`src/rtl/hex_keypad_entry_pkg.sv`:
```
// Purpose : shared types and constants for the hex keypad entry block.
// Latency : n/a (declarations only).
// Backpressure: n/a.
// Contents: kp_state_t scan FSM states, KEY_MAP {row,col} -> hex code, MAX_DIGITS.
package keypad_pkg;

  typedef enum logic [1:0] {
    SCAN,
    DEBOUNCE,
    HELD,
    RELEASE
  } kp_state_t;

  // Indexed {row, col}; row 3 carries '*' -> E and '#' -> F.
  localparam logic [3:0] KEY_MAP [16] = '{
    4'h1, 4'h2, 4'h3, 4'hA,
    4'h4, 4'h5, 4'h6, 4'hB,
    4'h7, 4'h8, 4'h9, 4'hC,
    4'hE, 4'h0, 4'hF, 4'hD
  };

  localparam int MAX_DIGITS = 8;

  function automatic logic [3:0] key_lookup(input logic [1:0] row, input logic [1:0] col);
    return KEY_MAP[{row, col}];
  endfunction

endpackage

```
`src/rtl/hex_keypad_entry_if.sv`:
```
// Purpose : bundles the keypad pins and the entry-value outputs of hex_keypad_entry.
// Latency : n/a (wires only).
// Backpressure: none; key_valid is a fire-and-forget pulse.
// Ports: kp_row/clear towards the block, kp_col/val/key_valid/key_code/digit_count from it.
interface hex_keypad_entry_if;
  logic [3:0]  kp_row;
  logic [3:0]  kp_col;
  logic        clear;
  logic [31:0] val;
  logic        key_valid;
  logic [3:0]  key_code;
  logic [3:0]  digit_count;

  // master: the board/host side; slave: the keypad entry block.
  modport master (
    output kp_row, clear,
    input  kp_col, val, key_valid, key_code, digit_count
  );

  modport slave (
    input  kp_row, clear,
    output kp_col, val, key_valid, key_code, digit_count
  );
endinterface

```
`src/rtl/hex_keypad_entry_sync_2ff.sv`:
```
// Purpose : WIDTH-bit two-flop synchronizer, resets to all-ones (idle keypad rows).
// Latency : 2 clk cycles.
// Backpressure: none.
// Ports: clk, rst (async active-high), d_i asynchronous input, q_o synchronized output.
module sync_2ff #(
  parameter int WIDTH = 1
) (
  input  logic             clk,
  input  logic             rst,
  input  logic [WIDTH-1:0] d_i,
  output logic [WIDTH-1:0] q_o
);

  logic [WIDTH-1:0] meta_q;
  logic [WIDTH-1:0] sync_q;

  always_ff @(posedge clk or posedge rst) begin
    if (rst) begin
      meta_q <= '1;
      sync_q <= '1;
    end else begin
      meta_q <= d_i;
      sync_q <= meta_q;
    end
  end

  assign q_o = sync_q;

endmodule

```
`src/rtl/hex_keypad_entry.sv`:
```
// Purpose : scans a 4x4 keypad, debounces presses/releases, shifts accepted keys into a 32-bit value.
// Latency : key_valid one cycle after the DEBOUNCE_SCANS-th tick following detection (+2 sync cycles).
// Backpressure: none; keys are accepted unconditionally, clear overrides val/digit_count.
// Ports: clk, rst (async active-high), kp (hex_keypad_entry_if.slave: keypad pins and entry outputs).
module hex_keypad_entry
  import keypad_pkg::*;
#(
  parameter int SCAN_DIV       = 50000,
  parameter int DEBOUNCE_SCANS = 4
) (
  input logic               clk,
  input logic               rst,
  hex_keypad_entry_if.slave kp
);

  localparam int DW = $clog2(SCAN_DIV);
  localparam int CW = $clog2(DEBOUNCE_SCANS + 1) + 1;

  logic [3:0]    row_s;
  logic [DW-1:0] div_q;
  logic          tick;
  kp_state_t     state_q, state_d;
  logic [1:0]    col_q, col_d;
  logic [1:0]    row_q, row_d;
  logic [CW-1:0] cnt_q, cnt_d;
  logic [1:0]    low_row;
  logic          row_lo;
  logic          advance;
  logic          commit;
  logic [3:0]    code;
  logic [31:0]   val_q, val_d;
  logic [3:0]    digits_q, digits_d;
  logic          key_valid_q;
  logic [3:0]    key_code_q;

  sync_2ff #(.WIDTH(4)) u_sync (
    .clk (clk),
    .rst (rst),
    .d_i (kp.kp_row),
    .q_o (row_s)
  );

  assign tick = (div_q == DW'(SCAN_DIV - 1));

  always_ff @(posedge clk or posedge rst) begin
    if (rst) div_q <= '0;
    else     div_q <= tick ? '0 : div_q + 1'b1;
  end

  // Lowest-index low row wins when several rows are pulled down together.
  always_comb begin
    low_row = 2'd3;
    if      (!row_s[0]) low_row = 2'd0;
    else if (!row_s[1]) low_row = 2'd1;
    else if (!row_s[2]) low_row = 2'd2;
  end

  assign row_lo = ~row_s[row_q];
  // col_q is frozen outside SCAN, so it doubles as the latched column.
  assign code   = key_lookup(row_q, col_q);

  always_comb begin
    state_d = state_q;
    cnt_d   = cnt_q;
    row_d   = row_q;
    advance = 1'b0;
    commit  = 1'b0;
    if (tick) begin
      case (state_q)
        SCAN: begin
          if (row_s != 4'hF) begin
            row_d   = low_row;
            cnt_d   = CW'(1);
            state_d = DEBOUNCE;
          end else begin
            advance = 1'b1;
          end
        end
        DEBOUNCE: begin
          if (row_lo) begin
            if (cnt_q >= CW'(DEBOUNCE_SCANS)) begin
              commit  = 1'b1;
              state_d = HELD;
            end else begin
              cnt_d = cnt_q + 1'b1;
            end
          end else begin
            state_d = SCAN;
            advance = 1'b1;
          end
        end
        HELD: begin
          if (!row_lo) begin
            cnt_d   = CW'(1);
            state_d = RELEASE;
          end
        end
        RELEASE: begin
          if (!row_lo) begin
            if (cnt_q >= CW'(DEBOUNCE_SCANS)) begin
              state_d = SCAN;
              advance = 1'b1;
            end else begin
              cnt_d = cnt_q + 1'b1;
            end
          end else begin
            state_d = HELD;
          end
        end
        default: state_d = SCAN;
      endcase
    end
  end

  assign col_d = advance ? col_q + 1'b1 : col_q;

  always_ff @(posedge clk or posedge rst) begin
    if (rst) begin
      state_q <= SCAN;
      col_q   <= 2'd0;
      row_q   <= 2'd0;
      cnt_q   <= '0;
    end else begin
      state_q <= state_d;
      col_q   <= col_d;
      row_q   <= row_d;
      cnt_q   <= cnt_d;
    end
  end

  // clear beats a same-cycle commit for the value, but the key event itself still reports.
  always_comb begin
    val_d    = val_q;
    digits_d = digits_q;
    if (kp.clear) begin
      val_d    = '0;
      digits_d = '0;
    end else if (commit) begin
      val_d = {val_q[27:0], code};
      if (digits_q < 4'(MAX_DIGITS)) digits_d = digits_q + 4'd1;
    end
  end

  always_ff @(posedge clk or posedge rst) begin
    if (rst) begin
      val_q       <= '0;
      digits_q    <= '0;
      key_valid_q <= 1'b0;
      key_code_q  <= '0;
    end else begin
      val_q       <= val_d;
      digits_q    <= digits_d;
      key_valid_q <= commit;
      if (commit) key_code_q <= code;
    end
  end

  assign kp.kp_col      = ~(4'b0001 << col_q);
  assign kp.val         = val_q;
  assign kp.key_valid   = key_valid_q;
  assign kp.key_code    = key_code_q;
  assign kp.digit_count = digits_q;

endmodule

```
`src/flat_wrapper.sv`:
```
// flat-port wrapper written by rule: the top's interface ports become plain ports
module hex_keypad_entry_flat import keypad_pkg::*;
#(
  parameter int SCAN_DIV       = 50000,
  parameter int DEBOUNCE_SCANS = 4
)
  (clk, rst, kp_kp_row, kp_clear, kp_kp_col, kp_val, kp_key_valid, kp_key_code, kp_digit_count);
  hex_keypad_entry_if kp_i ();
  input logic clk;
  input logic rst;
  input wire logic [$bits(kp_i.kp_row)-1:0] kp_kp_row;
  input wire logic [$bits(kp_i.clear)-1:0] kp_clear;
  output wire logic [$bits(kp_i.kp_col)-1:0] kp_kp_col;
  output wire logic [$bits(kp_i.val)-1:0] kp_val;
  output wire logic [$bits(kp_i.key_valid)-1:0] kp_key_valid;
  output wire logic [$bits(kp_i.key_code)-1:0] kp_key_code;
  output wire logic [$bits(kp_i.digit_count)-1:0] kp_digit_count;
  assign kp_i.kp_row = kp_kp_row;
  assign kp_i.clear = kp_clear;
  assign kp_kp_col = kp_i.kp_col;
  assign kp_val = kp_i.val;
  assign kp_key_valid = kp_i.key_valid;
  assign kp_key_code = kp_i.key_code;
  assign kp_digit_count = kp_i.digit_count;
  hex_keypad_entry #(.SCAN_DIV(SCAN_DIV), .DEBOUNCE_SCANS(DEBOUNCE_SCANS)) u_core (.clk(clk), .rst(rst), .kp(kp_i));
endmodule
```
`config.mk`:
```
export PLATFORM = sky130hd
export DESIGN_NAME = hex_keypad_entry_flat
export DESIGN_NICKNAME = d
export VERILOG_FILES = /design/src/rtl/hex_keypad_entry_pkg.sv /design/src/rtl/hex_keypad_entry_if.sv /design/src/rtl/hex_keypad_entry_sync_2ff.sv /design/src/rtl/hex_keypad_entry.sv /design/src/flat_wrapper.sv
export SDC_FILE = /design/constraint.sdc
export NUM_CORES = 1
export LEC_CHECK = 0
export BUFFER_PORTS_ARGS = -buffer_cell sky130_fd_sc_hd__buf_4
export CORE_ASPECT_RATIO = 0.75
export CORE_MARGIN = 2
export CORE_UTILIZATION = 35
export CTS_BUF_LIST = sky130_fd_sc_hd__clkbuf_16
export DETAILED_ROUTE_END_ITERATION = 6
export GPL_TIMING_DRIVEN = 0
export PLACE_DENSITY_LB_ADDON = 0.05
export SLEW_MARGIN = 20
export SYNTH_ARGS = -nofsm -noshare
export SYNTH_HDL_FRONTEND = slang
export SYNTH_SLANG_ARGS = --single-unit
```
`constraint.sdc`:
```
create_clock -name clk -period 2.1 [get_ports clk]
set_input_delay 0 -clock clk [delete_from_list [all_inputs] [get_ports clk]]
set_output_delay 0 -clock clk [all_outputs]
set_load 0.005 [all_outputs]
```
==> impl_metrics.tcl, run 1 <==
set metrics [dict create \
    avgViaCountPerCell 4.82 \
    p_int_mw 2.39 \
    area.sequential_um2 1890 \
    hpwl_um 5410 \
    place_ws_ns -0.166 \
    max_stage_delay_ns 0.57 \
    avgSynthCellArea_um2 10.9 \
    num_antenna_cells 0 \
    grt_overflow 0 \
    num_io_pins 52 \
    cpMaxStageDelayCell "mux4_2" \
    grt_pass1_vias 2524 \
    syn-num-nets 339 \
    synthTopCellsByArea "dfrtp_1, mux2i_1, dfstp_2" \
    grt_setup_unrepaired "yes" \
    seqPwrFrac_pct 48.6 \
    gp_congestion 0.754 \
    placed_area_um2 4090 \
    initialDrtViolationCount 187 \
    cts_buffer_depth 2 \
    hold_viol_final 0 \
    cp.depth 5 \
    clkLatencyLatePin_ns 0.33 \
    cts-htree-levels 3 \
    max_clock_freq_ghz 0.494 \
    final-setup-viol-count 0 \
    required_ns 2.32 \
    p_comb_share_pct 3.1 \
    die_area_um2 10900 \
    seq_area_frac_synth_pct 53.6 \
    multiInputGateArea_um2 1540 \
    area_growth_pct 29.0 \
    synth_edf_count 0 \
    cts_inserted_buffers 9 \
    synth-main-ff-cell "dfrtp_1" \
    nets 411 \
    cts_tree "built" \
    min_delay_path_depth 2 \
    die_x_um 120 \
    wl_um 7770 \
    cp_max_fo 6 \
    postRouteAntennaNets 0 \
    vdd_ir_drop_max_v 0.000390 \
    path_clk_slew_ns 0.06 \
    swShare_pct 20.8 \
    drv_slew 0 \
    p_leak_nw 2.22 \
    clockRootBuffer "clkbuf_16" \
    worstMarginPinSlew_ns 0.549 \
    synthCells 322 \
    finalWorstSetupSlack_ns 0.0756 \
    synth_top_area_share_pct 47.6 \
    crit_type "flop to flop" \
    crit_path_start_kind "flop" \
    grt_max_degree 53 \
    grt_usage_pct 15.5 \
    status "finished clean" \
    max_slew_margin_pct 63.4 \
    rows 31 \
    clkPwrFrac_pct 48.4 \
    grt_first_pass_wirelength_um 13000 \
    async_flop_share_pct 100 \
    cp-end-kind "flop" \
    cp_num_buf_inv 1 \
    p_switching_mw 0.628 \
    skew_ns 0.00773 \
    synth.distinct_cells 50 \
    path_cells "mux4_2, buf_6, or3_4, nor3_4, mux2_4" \
    core_area_um2 9740 \
    wire_per_inst_um 14.6 \
    reg2reg_depth 5 \
    cp_top_family "multiplexers" \
    synth_commonest_cells "dfrtp_1, nand2_1, mux2i_1" \
    drt_first_pass_iters 4 \
    portBuffers 50 \
    num_vias 2557 \
    layout-drive-gt1-share_pct 26.8 \
    fin_area_um2 4550 \
    yosysMostFrequentCell "dfrtp_1" \
    period_share_pct 96.4 \
    grt_antenna_before_repair 0 \
    fillers 939 \
    power_density_nw_per_um2 663 \
    syn-cell-area_um2 3520 \
    cts.sinks 75 \
    start_util_pct 36.2 \
    die_h_um 90.9 \
    maxCapViolCount 0 \
    post-route-min-period_ns 2.02 \
    drc_errors 0 \
    synth_top_area_cell "dfrtp_1" \
    synth-seq-cells 75 \
    ys_warn_count 0 \
    cp_data_arrival_time_ns 2.24 \
    hp-class "primary input to flop" \
]
-- layout by cell type (no fill, tap or decap), types with 8 or more instances in the layout --
master      n
ha_1        9
dfrtp_1    66
clkbuf_16   9
inv_1      19
clkbuf_1    8
nor2_1     14
buf_4      61
nand4_1     8
nand2_1    47
xnor2_1     8
dfstp_2     8
mux2i_1    31
-- power groups by stage --
stage	combinational [mW]	sequential [mW]	clock, mW
after floorplan	0.0489	1.49	0
after global placement	0.0762	1.49	0
after detailed placement	0.0833	1.49	0
after CTS	0.0936	1.46	1.50
after global routing	0.105	1.46	1.57
final	0.0926	1.46	1.46
-- repair_timing --
action                                 in CTS  in global routing
pin swaps                                   1                  2
setup endpoints to repair                  27                 36
gates resized for setup                     8                 14
setup buffers                               7                  1
gates cloned                                0                  0
endpoints found under the hold margin      39                  0
hold buffers                                5                  0
-- sequential cells by signal (all words and copies together), names as in the netlist, named ones only --
| signal | count |
|---|---|
| u_core.kp.key_valid | 1 |
| u_core.cnt_q | 4 |
| u_core.row_q | 2 |
| u_core.div_q | 16 |
| u_core.state_q | 1 |
| u_core.u_sync.q_o | 4 |
| u_core.u_sync.meta_q | 4 |
| u_core.kp.val | 32 |
| u_core.kp.digit_count | 4 |
| u_core.col_q | 2 |
| u_core.kp.key_code | 4 |
-- metal layers --
layer | wire length [um] | vias to the layer above | global-route usage [%]
li1 | - | 1263 | -
met3 | 349 | 7 | 4.92
met2 | 3200 | 56 | 21.1
met4 | 78 | 0 | 4.71
met5 | 0 | - | 0
met1 | 4150 | 1231 | 23.2
-- path summary, 6_finish.rpt --
path,startpoint,endpoint,slack (ns)
min in group asynchronous,rst,u_core.div_q[2]$_DFF_PP0_,0.20
worst max-delay path,u_core.row_q[1]$_DFFE_PP0P_,u_core.kp.digit_count[0]$_DFFE_PP0P_,0.08
worst max register to register,u_core.row_q[1]$_DFFE_PP0P_,u_core.kp.digit_count[0]$_DFFE_PP0P_,0.08
worst min register to register,u_core.u_sync.meta_q[3]$_DFF_PP1_,u_core.u_sync.q_o[3]$_DFF_PP1_,0.36
worst min-delay path,kp_clear,u_core.kp.val[1]$_DFFE_PP0P_,0.12
max in group asynchronous,rst,u_core.u_sync.q_o[1]$_DFF_PP1_,1.29
-- logic make-up after synthesis --
family / share of synthesized area (%)
AND/OR/NAND/NOR: 16.9
adder cells (fa/ha/maj): 3.55
XOR/XNOR: 3.98
flip-flops: 53.6
multiplexers: 11.4
AO/OA/AOI/OAI: 6.14
buffers and inverters: 4.55
-- per-stage QoR --
stage	instances	utilization [%]	TNS, ns	hold WS [ns]	total power, mW
final	531	46.7	0	0.117	3.01
after global routing	531	46.7	-0.123	0.147	3.13
after CTS	532	46.2	-0.0141	0.115	3.06
after detailed placement	505	42.1	-2.27	-0.00158	1.57
after global placement	504	41.7	-64.21	0.108	1.57
after floorplan	322	-	0	0.00448	1.54
-- area by class of cell --
class	instances	share of cell area (%)
Buffer	15	1.84
Clock inverter	7	1.16
Timing Repair Buffer	64	11.3
Multi-Input combinational cell	210	34.0
Clock buffer	9	4.95
Sequential cell	75	41.5
Tap cell	132	3.63
Inverter	19	1.62
No activity file was read; power rests on OpenSTA's default activity.
==> run 2, diff against run 1 <==
--- a/config.mk
+++ b/config.mk
@@ -5,6 +5,7 @@
 export SDC_FILE = /design/constraint.sdc
 export NUM_CORES = 1
 export LEC_CHECK = 0
+export ABC_CLOCK_PERIOD_IN_PS = 1680
 export BUFFER_PORTS_ARGS = -buffer_cell sky130_fd_sc_hd__buf_4
 export CORE_ASPECT_RATIO = 0.75
 export CORE_MARGIN = 2
==> constraint.sdc (replaced) <==
create_clock -name clk -period 1.68 [get_ports clk]
set_input_delay 0 -clock clk [delete_from_list [all_inputs] [get_ports clk]]
set_output_delay 0 -clock clk [all_outputs]
set_load 0.005 [all_outputs]
==> impl_metrics.tcl, run 2 (synthesis gave the netlist of run 1 again) <==
set metrics [dict create \
    status "complete, but fails checks" \
    failed_checks "negative setup slack" \
    clkLatencyLatePin_ns 0.33 \
    grt_max_degree 27 \
    layout_common_cells "buf_4, dfrtp_1, nand2_1" \
    cts.sinks 75 \
    num_io_pins 52 \
    regToRegEndpoint "u_core.kp.digit_count[0]$_DFFE_PP0P_" \
    final-setup-viol-count 49 \
    cp_top_family "multiplexers" \
    cp-end-kind "flop" \
    layout-drive-gt1-share_pct 38.7 \
    hpwl_um 5490 \
    crit_type "flop to flop" \
    gp_congestion 0.754 \
    reg2reg_depth 5 \
    met1_length_um 4130 \
    min_from "kp_clear" \
    top_layer "met4" \
    tns_ns -8.56 \
    power_density_nw_per_um2 736 \
    grt_first_pass_wirelength_um 13300 \
    min_delay_path_depth 2 \
    min_to "u_core.kp.val[1]$_DFFE_PP0P_" \
    wl_met3_um 356 \
    num_vias 2657 \
    max_slew_margin_pct 62.4 \
    vdd_ir_drop_max_v 0.000409 \
    maxCapViolCount 0 \
    wl_um 8030 \
    period_share_pct 117 \
    grt_usage_pct 15.7 \
    initialDrtViolationCount 153 \
    skew_ns 0.00665 \
    max_clock_freq_ghz 0.507 \
    cts_inserted_buffers 9 \
    portBuffers 50 \
    grt_setup_unrepaired "yes" \
    cp_max_fo 7 \
    cts-htree-levels 3 \
    p_leak_nw 2.39 \
    path_cells "mux4_2, buf_6, or3_4, nor3_4, mux2_4" \
    fillers 898 \
    p_comb_share_pct 3.9 \
    avgViaCountPerCell 4.78 \
    nets 436 \
    layout_commonest_cell "buf_4" \
    path_clk_slew_ns 0.06 \
    largest_reg_flops 32 \
    hp-class "primary input to flop" \
    cpMaxStageDelayCell "dfrtp_1" \
    rows 31 \
    die_area_um2 10900 \
    max_stage_delay_ns 0.53 \
    clockRootBuffer "clkbuf_16" \
    post-route-min-period_ns 1.97 \
    clkPwrFrac_pct 46.2 \
    crit_path_start_kind "flop" \
    seqPwrFrac_pct 49.9 \
    die_h_um 90.9 \
    core_area_um2 9740 \
    grt_antenna_before_repair 0 \
    met2_length_um 3460 \
    grt_pass1_vias 2604 \
    start_util_pct 36.2 \
    postRouteAntennaNets 0 \
    die_x_um 120 \
    drc_errors 0 \
    hold_viol_final 0 \
    drv_slew 0 \
    swShare_pct 21.9 \
    hold_slack_ns 0.140 \
    area_growth_pct 41.3 \
    grt_overflow 0 \
    drt_first_pass_iters 4 \
    cts_buffer_depth 2 \
    p_int_mw 2.86 \
    finalWorstSetupSlack_ns -0.293 \
    worstMarginPinSlew_ns 0.563 \
    ff2ff_setup_slack_ns -0.29 \
    cp_num_buf_inv 1 \
    p_switching_mw 0.802 \
    num_antenna_cells 0 \
    cts_tree "built" \
    multiInputGateArea_um2 1710 \
    wire_per_inst_um 14.4 \
    cp_data_arrival_time_ns 2.19 \
    required_ns 1.89 \
    area.sequential_um2 1890 \
    rr_startpoint "u_core.row_q[0]$_DFFE_PP0P_" \
]
==> run 2: timing repair <==
action	4_1_cts	5_1_grt
resized for setup	30	36
hold buffers	5	0
buffers inserted	20	13
setup endpoints to repair	60	52
pin swaps	15	19
hold endpoints to repair	28	0
cloned	0	0
==> run 2: final cells by class <==
class / count / area share (%)
Clock buffer: 9 / 4.52
Inverter: 19 / 1.61
Timing Repair Buffer: 90 / 15.0
Multi-Input combinational cell: 210 / 34.3
Clock inverter: 7 / 0.729
Sequential cell: 75 / 38.0
Tap cell: 132 / 3.32
Buffer: 14 / 2.49
==> run 2: through the flow <==
| stage | utilization, % | setup WS (ns) | std cells | total power [mW] | cell area [um^2] |
|---|---|---|---|---|---|
| after detailed placement | 42.8 | -0.483 | 506 | 1.97 | 4160 |
| after floorplan | - | -0.350 | 322 | 1.92 | 3580 |
| after CTS | 48.9 | -0.432 | 545 | 3.72 | 4760 |
| after global placement | 42.4 | -0.484 | 504 | 1.96 | 4120 |
| after global routing | 51.2 | -0.380 | 556 | 3.83 | 4980 |
| final | 51.2 | -0.293 | 556 | 3.67 | 4980 |
==> run 2: how the worst max path moves through the flow <==
stage,end,start,cells after the start
after floorplan,u_core.kp.digit_count[0]$_DFFE_PP0P_,u_core.row_q[1]$_DFFE_PP0P_,6
after global placement,u_core.kp.val[1]$_DFFE_PP0P_,u_core.div_q[7]$_DFF_PP0_,4
after detailed placement,u_core.kp.val[1]$_DFFE_PP0P_,u_core.div_q[7]$_DFF_PP0_,4
after CTS,u_core.kp.digit_count[0]$_DFFE_PP0P_,u_core.row_q[1]$_DFFE_PP0P_,6
after global routing,u_core.kp.key_code[0]$_DFFE_PP0P_,u_core.row_q[1]$_DFFE_PP0P_,6
final,u_core.kp.digit_count[0]$_DFFE_PP0P_,u_core.row_q[0]$_DFFE_PP0P_,5
==> run 2: power groups by stage <==
stage                     Combinational [mW]  Clock (mW)  Sequential [mW]
final                                  0.142        1.69             1.83
after detailed placement               0.108           0             1.86
after global placement                0.0968           0             1.86
after global routing                   0.160        1.84             1.83
after floorplan                       0.0623           0             1.86
after CTS                              0.137        1.75             1.83
==> run 2: worst reg2reg max path: stages, from the launching register on <==
cell and delay [ns]:
dfrtp_1 0.53, mux4_2 0.39, buf_6 0.15, or3_4 0.33, nor3_4 0.15, mux2_4 0.31
==> run 2: metal layers <==
metal	global-route usage, %	vias up
li1	-	1315
met1	22.9	1279
met3	4.23	8
met2	22.5	55
met5	0	-
met4	4.80	0
==> run 3, diff against run 2 <==
--- a/config.mk
+++ b/config.mk
@@ -18,3 +18,4 @@
 export SYNTH_ARGS = -nofsm -noshare
 export SYNTH_HDL_FRONTEND = slang
 export SYNTH_SLANG_ARGS = --single-unit
+export TNS_END_PERCENT = 30
==> impl_metrics.tcl, run 3 (synthesis gave the netlist of run 1 again) <==
set metrics [dict create \
    cts_tree "built" \
    post-route-min-period_ns 2.09 \
    min_delay_path_depth 2 \
    vdd_ir_drop_max_v 0.000449 \
    grt_max_degree 32 \
    rows 31 \
    postRouteAntennaNets 0 \
    path_clk_slew_ns 0.06 \
    layout_commonest_cell "buf_4" \
    drc_errors 0 \
    grt_overflow 0 \
    cts.sinks 75 \
    grt_first_pass_wirelength_um 14000 \
    gp_congestion 0.795 \
    wire_per_inst_um 14.8 \
    cp-end-kind "flop" \
    num_vias 2659 \
    wl_um 8160 \
    cp_top_family "multiplexers" \
    cts_buffer_depth 2 \
    p_total_mw 3.67 \
    required_ns 1.90 \
    p_leak_nw 2.36 \
    core_area_um2 9740 \
    hpwl_um 5490 \
    cp_max_fo 3 \
    clkLatencyLatePin_ns 0.33 \
    worstMarginPinSlew_ns 0.740 \
    grt_antenna_before_repair 0 \
    final-setup-viol-count 48 \
    period_share_pct 124 \
    drt_first_pass_iters 4 \
    largest_reg_flops 32 \
    hp-class "primary input to flop" \
    drv_slew 0 \
    grt_setup_unrepaired "yes" \
    avgViaCountPerCell 4.82 \
    status "complete, but fails checks" \
    finalWorstSetupSlack_ns -0.405 \
    ff2ff_setup_slack_ns -0.41 \
    skew_ns 0.00467 \
    initialDrtViolationCount 119 \
    cpMaxStageDelayCell "mux4_2" \
    max_slew_margin_pct 50.7 \
    path_cells "mux4_2, buf_6, or3_4, nor3_4, mux2_4" \
    regToRegEndpoint "u_core.kp.digit_count[0]$_DFFE_PP0P_" \
    layout_common_cells "buf_4, dfrtp_1, nand2_1" \
    die_area_um2 10900 \
    tns_ns -14.39 \
    clockRootBuffer "clkbuf_16" \
    grt_usage_pct 16.4 \
    fillers 926 \
    rr_startpoint "u_core.row_q[1]$_DFFE_PP0P_" \
    nets 432 \
    crit_path_start_kind "flop" \
    cts-htree-levels 3 \
    min_to "u_core.kp.val[1]$_DFFE_PP0P_" \
    num_antenna_cells 0 \
    start_util_pct 36.2 \
    crit_type "flop to flop" \
    cts_inserted_buffers 9 \
    cp_data_arrival_time_ns 2.30 \
    area_growth_pct 38.8 \
    portBuffers 50 \
    hold_viol_final 0 \
    layout-drive-gt1-share_pct 35.7 \
    failed_checks "negative setup slack" \
    die_x_um 120 \
    grt_pass1_vias 2710 \
    min_from "kp_clear" \
    power_density_nw_per_um2 749 \
    num_io_pins 52 \
    reg2reg_depth 5 \
    max_stage_delay_ns 0.55 \
    maxCapViolCount 0 \
    die_h_um 90.9 \
    max_clock_freq_ghz 0.480 \
    cp_num_buf_inv 1 \
]
[run 3: timing repair]
item	4_1_cts	5_1_grt
pin swaps	10	8
gates resized for setup	52	11
setup endpoints to repair	60	52
endpoints found under the hold margin	22	0
gates cloned	2	0
hold buffers	5	0
setup buffers	20	6
[run 3: worst max path at each step]
stage / startpoint / to / slack (ns) / depth (start not counted)
6_report: u_core.row_q[1]$_DFFE_PP0P_ / u_core.kp.digit_count[0]$_DFFE_PP0P_ / -0.41 / 5
2_1_floorplan: u_core.row_q[1]$_DFFE_PP0P_ / u_core.kp.digit_count[0]$_DFFE_PP0P_ / -0.35 / 6
3_5_place_dp: u_core.div_q[0]$_DFF_PP0_ / u_core.kp.val[1]$_DFFE_PP0P_ / -0.58 / 5
3_3_place_gp: u_core.div_q[0]$_DFF_PP0_ / u_core.kp.val[1]$_DFFE_PP0P_ / -0.61 / 5
5_1_grt: u_core.row_q[1]$_DFFE_PP0P_ / u_core.kp.digit_count[0]$_DFFE_PP0P_ / -0.47 / 5
4_1_cts: u_core.row_q[1]$_DFFE_PP0P_ / u_core.kp.digit_count[0]$_DFFE_PP0P_ / -0.40 / 6
[run 3: power breakdown]
group | switching, mW | total (mW) | leakage [nW] | internal, mW
Sequential | 0.00472 | 1.83 | 0.996 | 1.82
Combinational | 0.0827 | 0.140 | 1.24 | 0.0575
Clock | 0.718 | 1.70 | 0.130 | 0.978
[run 3: layout make-up]
cell class              instances  area, um^2  area share, %
inverters                      19        77.6           1.59
clock buffers                   9         225           4.60
repair buffers                 85         739           15.1
clock inverters                 7        33.8          0.691
multi-input cells             210        1630           33.3
plain buffers                  15         125           2.56
well taps                     132         165           3.38
flip-flops and latches         75        1900           38.8
[run 3: metrics by stage]
stage / hold slack (ns) / cell area (um^2) / worst slack [ns] / std cells / util [%]
global route: 0.178 / 4890 / -0.471 / 552 / 50.2
global placement: 0.108 / 4080 / -0.606 / 504 / 41.9
finish: 0.165 / 4890 / -0.405 / 552 / 50.2
floorplan: 0.00448 / 3530 / -0.350 / 322 / -
detailed placement: 0.0611 / 4120 / -0.583 / 506 / 42.3
CTS: 0.140 / 4810 / -0.399 / 547 / 49.4
[run 3: metal layers]
metal,up-vias,track usage [%],routed length (um)
met5,-,0,0
met1,1292,24.4,4310
met3,9,4.61,287
met2,52,23.1,3490
met4,0,4.41,78
li1,1306,-,-
